<file path="src/rtl/vga_canvas_scan.sv">
`default_nettype none
// ----------------------------------------------------------------------------
// vga_canvas_scan: VGA scan generator emitting scaled canvas coordinates
// Rev 1.0
// ----------------------------------------------------------------------------
module vga_canvas_scan #(
    parameter int CLK_DIV     = 4,
    parameter int H_VISIBLE   = 640,
    parameter int H_FP        = 16,
    parameter int H_SYNC      = 96,
    parameter int H_BP        = 48,
    parameter int V_VISIBLE   = 480,
    parameter int V_FP        = 10,
    parameter int V_SYNC      = 2,
    parameter int V_BP        = 33,
    parameter int SCALE_SHIFT = 2,
    parameter int PIPE_DELAY  = 2
) (
    input  logic       clk,
    input  logic       rst,
    output logic       pixelTick,
    output logic [9:0] x,
    output logic [9:0] y,
    output logic       activeRaw,
    output logic       hsync,
    output logic       vsync,
    output logic       active,
    output logic       frameStart
);
    localparam int H_TOTAL = H_VISIBLE + H_FP + H_SYNC + H_BP;
    localparam int V_TOTAL = V_VISIBLE + V_FP + V_SYNC + V_BP;
    localparam int DIV_W   = (CLK_DIV > 1) ? $clog2(CLK_DIV) : 1;

    localparam logic [DIV_W-1:0] DIV_LAST = DIV_W'(CLK_DIV - 1);
    localparam logic [9:0]       H_LAST   = 10'(H_TOTAL - 1);
    localparam logic [9:0]       V_LAST   = 10'(V_TOTAL - 1);
    // 11-bit bounds so a sync window ending exactly at 1024 still compares correctly
    localparam logic [10:0]      H_VIS    = 11'(H_VISIBLE);
    localparam logic [10:0]      V_VIS    = 11'(V_VISIBLE);
    localparam logic [10:0]      HS_START = 11'(H_VISIBLE + H_FP);
    localparam logic [10:0]      HS_END   = 11'(H_VISIBLE + H_FP + H_SYNC);
    localparam logic [10:0]      VS_START = 11'(V_VISIBLE + V_FP);
    localparam logic [10:0]      VS_END   = 11'(V_VISIBLE + V_FP + V_SYNC);

    logic [DIV_W-1:0] divCnt_q, divCnt_d;
    logic [9:0]       hcount_q, hcount_d;
    logic [9:0]       vcount_q, vcount_d;
    logic             frameStart_q, frameStart_d;
    logic [10:0]      hWide, vWide;
    logic             hsRaw, vsRaw;

    assign pixelTick = (divCnt_q == DIV_LAST) && !rst;

    always_comb begin
        divCnt_d     = (divCnt_q == DIV_LAST) ? '0 : divCnt_q + 1'b1;
        hcount_d     = hcount_q;
        vcount_d     = vcount_q;
        frameStart_d = 1'b0;
        if (pixelTick) begin
            if (hcount_q == H_LAST) begin
                hcount_d = '0;
                if (vcount_q == V_LAST) begin
                    vcount_d     = '0;
                    frameStart_d = 1'b1;
                end else begin
                    vcount_d = vcount_q + 1'b1;
                end
            end else begin
                hcount_d = hcount_q + 1'b1;
            end
        end
    end

    always_ff @(posedge clk) begin
        if (rst) begin
            divCnt_q     <= '0;
            hcount_q     <= '0;
            vcount_q     <= '0;
            frameStart_q <= 1'b0;
        end else begin
            divCnt_q     <= divCnt_d;
            hcount_q     <= hcount_d;
            vcount_q     <= vcount_d;
            frameStart_q <= frameStart_d;
        end
    end

    assign frameStart = frameStart_q;
    assign x          = hcount_q >> SCALE_SHIFT;
    assign y          = vcount_q >> SCALE_SHIFT;
    assign hWide      = {1'b0, hcount_q};
    assign vWide      = {1'b0, vcount_q};
    assign activeRaw  = (hWide < H_VIS) && (vWide < V_VIS);
    assign hsRaw      = !((hWide >= HS_START) && (hWide < HS_END));
    assign vsRaw      = !((vWide >= VS_START) && (vWide < VS_END));

    // Delay runs every clk so sync/active match the registered sprite and palette stages
    generate
        if (PIPE_DELAY == 0) begin : g_direct
            assign hsync  = hsRaw;
            assign vsync  = vsRaw;
            assign active = activeRaw;
        end else begin : g_pipe
            logic [2:0] pipe_q [PIPE_DELAY];

            always_ff @(posedge clk) begin
                if (rst) begin
                    for (int i = 0; i < PIPE_DELAY; i++) begin
                        pipe_q[i] <= 3'b110;
                    end
                end else begin
                    pipe_q[0] <= {hsRaw, vsRaw, activeRaw};
                    for (int i = 1; i < PIPE_DELAY; i++) begin
                        pipe_q[i] <= pipe_q[i-1];
                    end
                end
            end

            assign {hsync, vsync, active} = pipe_q[PIPE_DELAY-1];
        end
    endgenerate
endmodule
`default_nettype wire

</file>
<file path="config.mk">
export PLATFORM = sky130hd
export DESIGN_NAME = vga_canvas_scan
export DESIGN_NICKNAME = d
export VERILOG_FILES = /design/src/rtl/vga_canvas_scan.sv
export SDC_FILE = /design/constraint.sdc
export NUM_CORES = 1
export LEC_CHECK = 0
export ABC_AREA = 1
export CORE_ASPECT_RATIO = 0.6
export CORE_MARGIN = 2
export CORE_UTILIZATION = 57
export CTS_CLUSTER_SIZE = 24
export DETAILED_ROUTE_END_ITERATION = 10
export HOLD_SLACK_MARGIN = 0.05
export PLACE_DENSITY_LB_ADDON = 0.25
export SLEW_MARGIN = 20
export SYNTH_ARGS = -nofsm -noshare
export SYNTH_HDL_FRONTEND = slang
export SYNTH_SLANG_ARGS = --single-unit
</file>
<file path="constraint.sdc">
create_clock -name clk -period 2.25 [get_ports clk]
set_input_delay 0.45 -clock clk [delete_from_list [all_inputs] [get_ports clk]]
set_output_delay 0.45 -clock clk [all_outputs]
set_load 0.05 [all_outputs]
</file>
==> results of run 1 <==
[sequential cells by signal (all words and copies together), names as in the netlist]
signal	flops
divCnt_q	2
frameStart	1
g_pipe.pipe_q	6
hcount_q	10
vcount_q	10
[metal layers]
metal	track usage [%]	vias to the layer above	share of wire (%)
met3	10.3	5	10
met1	33.8	674	51
met4	8.42	0	1.5
met5	0	-	0
met2	29.6	70	37
li1	-	767	-
[cell type report]
type / instances / share of cell area (%)
multi-input combinational: 160 / 44.3
inverter: 30 / 5.78
clock buffer: 6 / 3.68
tap: 42 / 2.67
timing repair buffer: 27 / 13.6
sequential: 29 / 29.5
clock inverter: 2 / 0.508
[logic make-up (layout without fill, tap and decap cells)]
family          count (synthesis)  count (layout)  synth area share [%]
compound gates                 16              16                  4.83
flops                          29              29                  33.4
other cells                     1               4                 0.216
buf+inv                        55              65                  16.9
xor+xnor                        3               3                  1.51
simple gates                  132             132                  39.5
fa+ha+maj                       5               5                  3.60
[power by group through the flow]
| stage | logic (uW) | registers, uW | clock network (uW) |
|---|---|---|---|
| detailed placement | 60.7 | 536 | 0 |
| CTS | 60.8 | 525 | 423 |
| finish | 60.8 | 525 | 412 |
| floorplan | 50.9 | 539 | 0 |
| global placement | 59.9 | 536 | 0 |
| global route | 65.4 | 525 | 443 |
[stage by stage]
| step | utilization [%] | worst slack (ns) | cell area, um2 |
|---|---|---|---|
| after floorplan | - | 0.583 | 1750 |
| after global placement | 65.3 | 0.350 | 1890 |
| after detailed placement | 65.3 | 0.265 | 1890 |
| after CTS | 68.2 | 0.161 | 1970 |
| after global routing | 68.2 | 0.102 | 1970 |
| final | 68.2 | 0.168 | 1970 |
[path summary, 6_finish.rpt]
path | to | slack [ns] | cells after the start
max reg2reg | vcount_q[1]$_SDFFE_PP0P_ | 0.71 | 6
min | g_pipe.pipe_q[0][3]$_SDFF_PP0_ | 0.41 | 2
max | y[0] | 0.17 | 1
min reg2reg | g_pipe.pipe_q[0][3]$_SDFF_PP0_ | 0.41 | 2
[placed cells by master (no fill, tap or decap), types with 4 or more instances in the layout]
master           Yosys  layout
nand2_2              4       4
dfxtp_1             29      29
nand3_1             16      16
ha_1                 5       5
clkdlybuf4s50_1      0      21
a21oi_1              8       8
inv_1               27      27
conb_1               1       4
nor2_1              30      30
nor2_2               4       4
buf_4               20       5
clkbuf_8             0       5
nand2_1             46      46
nor3_1               8       8
nand4_1              6       6
==> results by group, run 1 <==
Power and ir drop
  • P per Cell Area: slightly above 500 mW/mm2
  • Net switching power: roughly 250 uW
  • Clk pwr share: around two fifths
  • Power Internal: about 750 uW
  • Overall power: approximately 1000 uW
  • Sw Share: approximately a quarter
  • Leakage: roughly 0.00077 uW
  • Sequential power share: a little over half
  • Comb power frac: approximately 6.1%
  • Worst vdd ir: about 0.00043 V

Final layout
  • Register area: slightly below 600 um2
  • Area delta synth->final: 13.5%
  • Ant. Diodes: 0
  • Fin cells: a little under 300
  • Fraction of layout cells with a size suffix above 1: between 10 and 15%
  • Multi-input logic area: 873 um2
  • Fillcell total: 286
  • Fin nets: between 200 and 300

Worst setup path
  • Arr. time, crit path: 1.63 ns
  • Crit. End Element: output port
  • Worst path cell trace: clkdlybuf4s50_1
  • Crit path launch: vcount_q[2]$_SDFFE_PP0P_
  • Critical path class: reg -> out
  • CP delay by family, top: buffers and inverters
  • Critical path launch point type: flop
  • CP max FO: 8
  • Critical path buffers and inverters: 1
  • Max incr delay on CP: about 0.86 ns
  • Worst r2r src: divCnt_q[0]$_SDFF_PP0_
  • WP data required: about 1.8 ns
  • Slowest cell on crit path: clkdlybuf4s50_1

Run status
  • Status: complete, no violations

Timing
  • Worst Skew: 0.00562 ns
  • TNS Setup: 0 ns
  • Slew Viols, Final: 0
  • Final setup fails: 0
  • Fin crit period: 2.08 ns
  • Tcrit/Tclk final: ~90%
  • Final Hold Slack: around 0.41 ns
  • Max_slew headroom: roughly 67%
  • Peak Freq: slightly below 0.5 GHz
  • Hold Fails Final Rpt: 0
  • RSZ-0062 raised after global routing: no
  • Worst-margin pin slew: between 0.4 and 0.5 ns

Routing
  • DRC violations left: 0
  • Total wire length: 3.60 mm
  • Via count: between 1500 and 2000
  • Initial DRC count: around 100
  • Antenna Violating Nets Remaining: 0
  • Routed length per instance: between 10 and 15 um
  • Drt first pass iters: 4
  • DR vias/cell: ~5

Clock network
  • Worst-skew pair later-pin latency: 0.28 ns
  • Root Buffer: clkbuf_8
  • CTS max path bufs: 2
  • Number of gates resized after CTS: 0
  • Reg clk slew, reported paths: about 0.06 ns
  • Post-CTS setup buffers: 0
  • Cts hold-fix bufs: 0
  • Num CTS Buffers: 5
  • CTS tree: yes
  • Htree depth: 2
  • Clock Sinks: 29

Floorplanning
  • Die Y-Extent: 46.8 um
  • DIE AREA: between 0.003 and 0.004 mm2
  • Initial Util: 60.1%
  • Cell Rows: 15
  • DIE WIDTH: 75.3 um
  • Ports: 28
  • Std-Cell Core Area: slightly below 0.003 mm2

Yosys
  • Count leader, synth: nand2_1
  • List of most frequent post-synthesis cells: nand2_1, nor2_1, dfxtp_1
  • Yosys warns: 0
  • Netlist cell types: 36
  • Post-synth EDFFs: 0
  • Cells after Synth: roughly 240
  • Post-synthesis async set-or-reset flop share: 0%
  • Largest cells by area after synthesis: dfxtp_1, nand2_1, buf_4
  • Mean post-synth cell area: slightly above 7 um2
  • Post-synthesis sequential area ratio: 33.4%
  • Ys flop type: dfxtp_1
  • Top-area cell type share of the netlist area: between 30% and 40%
  • Yosys reg bits: 29
  • Post-Syn Area: 0.00174 mm2
  • Area leader, netlist: dfxtp_1

GRT
  • Overall Global Routing Usage: 23.1%
  • First-pass GRT wire length: 5.71 mm
  • Initial antenna violation count: 0
  • Overflow after GRT: 0
  • Pin count of the biggest net entering global routing: 15
  • Vias in the first global route: between 1000 and 1500

Worst hold path
  • Class of the worst hold path: reg -> reg
  • Worst Hold Launch: g_pipe.pipe_q[0][0]$_SDFF_PP0_

Placement
  • I/O Buffers: 23
  • Placed Instances: ~290
  • Gpl congestion: roughly 0.9
  • DP HPWL: roughly 2.7 mm

Job
  • MaxCap Viol Count: 0
(Power assumes the default switching activity.)
==> run 2, diff against run 1 <==
CORE_MARGIN = unset   (was 2)
SLEW_MARGIN = unset   (was 20)
==> results by group, run 2 (synthesis gave the netlist of run 1 again) <==
Run status
  • Status: complete, no violations

Placement
  • I/O Buffers: 23
  • DP HPWL: between 2 and 3 mm
  • Gpl congestion: a little over 0.9

Power and ir drop
  • Power Internal: between 700 and 800 uW
  • Sequential power share: between 50 and 60%
  • Comb power frac: a little over 6%
  • P per Cell Area: around 500 mW/mm2
  • Leakage: between 0.0007 and 0.0008 uW
  • Clk pwr share: a little over two fifths
  • Net switching power: 259 uW
  • Worst vdd ir: ~0.00037 V
  • Sw Share: between 20% and 30%
  • Overall power: about 1000 uW

Clock network
  • Cts hold-fix bufs: 0
  • Number of gates resized after CTS: 0
  • Htree depth: 2
  • Worst-skew pair later-pin latency: 0.28 ns
  • Root Buffer: clkbuf_8
  • Post-CTS setup buffers: 0
  • Reg clk slew, reported paths: 0.07 ns
  • CTS tree: yes
  • Num CTS Buffers: 5
  • Clock Sinks: 29
  • CTS max path bufs: 2

Worst setup path
  • Crit path launch: vcount_q[2]$_SDFFE_PP0P_
  • Worst r2r dst: vcount_q[1]$_SDFFE_PP0P_
  • Worst path cell trace: clkdlybuf4s50_1
  • Worst r2r src: divCnt_q[0]$_SDFF_PP0_
  • Crit. End Element: output port
  • WP data required: ~1.8 ns
  • CP delay by family, top: buffers and inverters
  • CP Depth: 1
  • CP max FO: 8
  • CP endpoint: y[0]
  • R2R Setup Slk: about 0.76 ns
  • Critical path class: reg -> out
  • R2R depth: 6
  • Critical path launch point type: flop
  • Slowest cell on crit path: clkdlybuf4s50_1
  • Critical path buffers and inverters: 1
  • Arr. time, crit path: 1.66 ns
  • Max incr delay on CP: between 0.8 and 0.9 ns

Timing
  • Hold Fails Final Rpt: 0
  • TNS Setup: 0 ns
  • Worst Skew: between 0.009 and 0.01 ns
  • Peak Freq: 0.473 GHz
  • RSZ-0062 raised after global routing: no
  • Tcrit/Tclk final: between 90% and 100%
  • Slew Viols, Final: 0
  • Final Hold Slack: between 0.4 and 0.5 ns
  • Final setup fails: 0
  • Fin crit period: between 2 and 2.5 ns

Final layout
  • Area delta synth->final: 13.7%
  • Fraction of layout cells with a size suffix above 1: ~15%
  • Fin nets: 260
  • Commonest non-fill, non-tap cell in the layout: nand2_1
  • Ant. Diodes: 0
  • Commonest cells after routing, fill and taps aside: nand2_1, nor2_1, dfxtp_1
  • Biggest regs: hcount_q x10, vcount_q x10, g_pipe.pipe_q x6

Routing
  • Total wire length: 3.59 mm
  • Routed length per instance: around 12 um
  • Highest metal used: met4
  • Via count: between 1000 and 1500
  • WL met1: 1.86 mm
  • Met3 WL: 283 um
  • Drt first pass iters: 4
  • Initial DRC count: 69
  • Antenna Violating Nets Remaining: 0
  • WL met2: around 1.4 mm
  • DR vias/cell: approximately 4.9
  • DRC violations left: 0

GRT
  • Overall Global Routing Usage: around a quarter
  • Vias in the first global route: 1197
  • Initial antenna violation count: 0
  • First-pass GRT wire length: 5.58 mm
  • Pin count of the biggest net entering global routing: 11
  • Overflow after GRT: 0

Floorplanning
  • Cell Rows: 15
  • DIE WIDTH: between 70 and 80 um
  • Die Y-Extent: between 40 and 50 um
  • Ports: 28
  • Initial Util: between 60% and 70%
  • Std-Cell Core Area: 0.00289 mm2
  • DIE AREA: 0.00328 mm2

Worst hold path
  • Class of the worst hold path: reg -> reg

Job
  • MaxCap Viol Count: 0
## run 2: area by class of cell
cell class,count,area (um2)
clock buffer,5,68.8
clock inverter,3,17.5
fill,264,916
multi-input combinational,160,873
timing repair buffer,27,268
inverter,30,114
tap,42,52.6
sequential,29,581
## run 2: worst reg2reg max path, delay by kind of cell, from the launching register on
kind / cells / cell delay, ns
simple gates: 3 / 0.60
buf+inv: 1 / 0.10
compound gates: 1 / 0.10
flops: 1 / 0.33
fa+ha+maj: 1 / 0.26
## run 2: how the worst min path moves through the flow
stage | startpoint | end | cells past startpoint
2_1_floorplan | g_pipe.pipe_q[0][0]$_SDFF_PP0_ | g_pipe.pipe_q[0][3]$_SDFF_PP0_ | 2
3_3_place_gp | g_pipe.pipe_q[0][1]$_SDFF_PP1_ | g_pipe.pipe_q[0][4]$_SDFF_PP1_ | 1
3_5_place_dp | g_pipe.pipe_q[0][2]$_SDFF_PP1_ | g_pipe.pipe_q[0][5]$_SDFF_PP1_ | 1
4_1_cts | g_pipe.pipe_q[0][0]$_SDFF_PP0_ | g_pipe.pipe_q[0][3]$_SDFF_PP0_ | 2
5_1_grt | g_pipe.pipe_q[0][0]$_SDFF_PP0_ | g_pipe.pipe_q[0][3]$_SDFF_PP0_ | 2
6_report | g_pipe.pipe_q[0][0]$_SDFF_PP0_ | g_pipe.pipe_q[0][3]$_SDFF_PP0_ | 2
## run 2: through the flow
step                util (%)  std cells  instance area (um2)  setup slack, ns
CTS                     68.3        296                 1970            0.156
finish                  68.3        296                 1970            0.135
global route            68.3        296                 1970            0.127
global placement        65.3        288                 1890            0.353
detailed placement      65.3        288                 1890            0.285
floorplan                  -        244                 1750            0.583
## run 2: metal layers
metal / up-vias / global-route usage [%]
met5: - / 0
met4: 0 / 8.63
met3: 9 / 7.81
met2: 63 / 30.0
met1: 623 / 35.2
li1: 765 / -
## run 2: power groups by stage
stage	registers (uW)	logic, uW	clock network, uW
final	525	62.3	422
after CTS	525	62.7	430
after floorplan	539	50.9	0
after global placement	536	61.6	0
after global routing	525	67.8	450
after detailed placement	536	63.0	0
==> run 3, diff against run 2 <==
CAP_MARGIN = 20   (was unset)
SLEW_MARGIN = 5   (was unset)
==> results of run 3 <==
Final layout, timing and power as in run 2 (identical DEF).
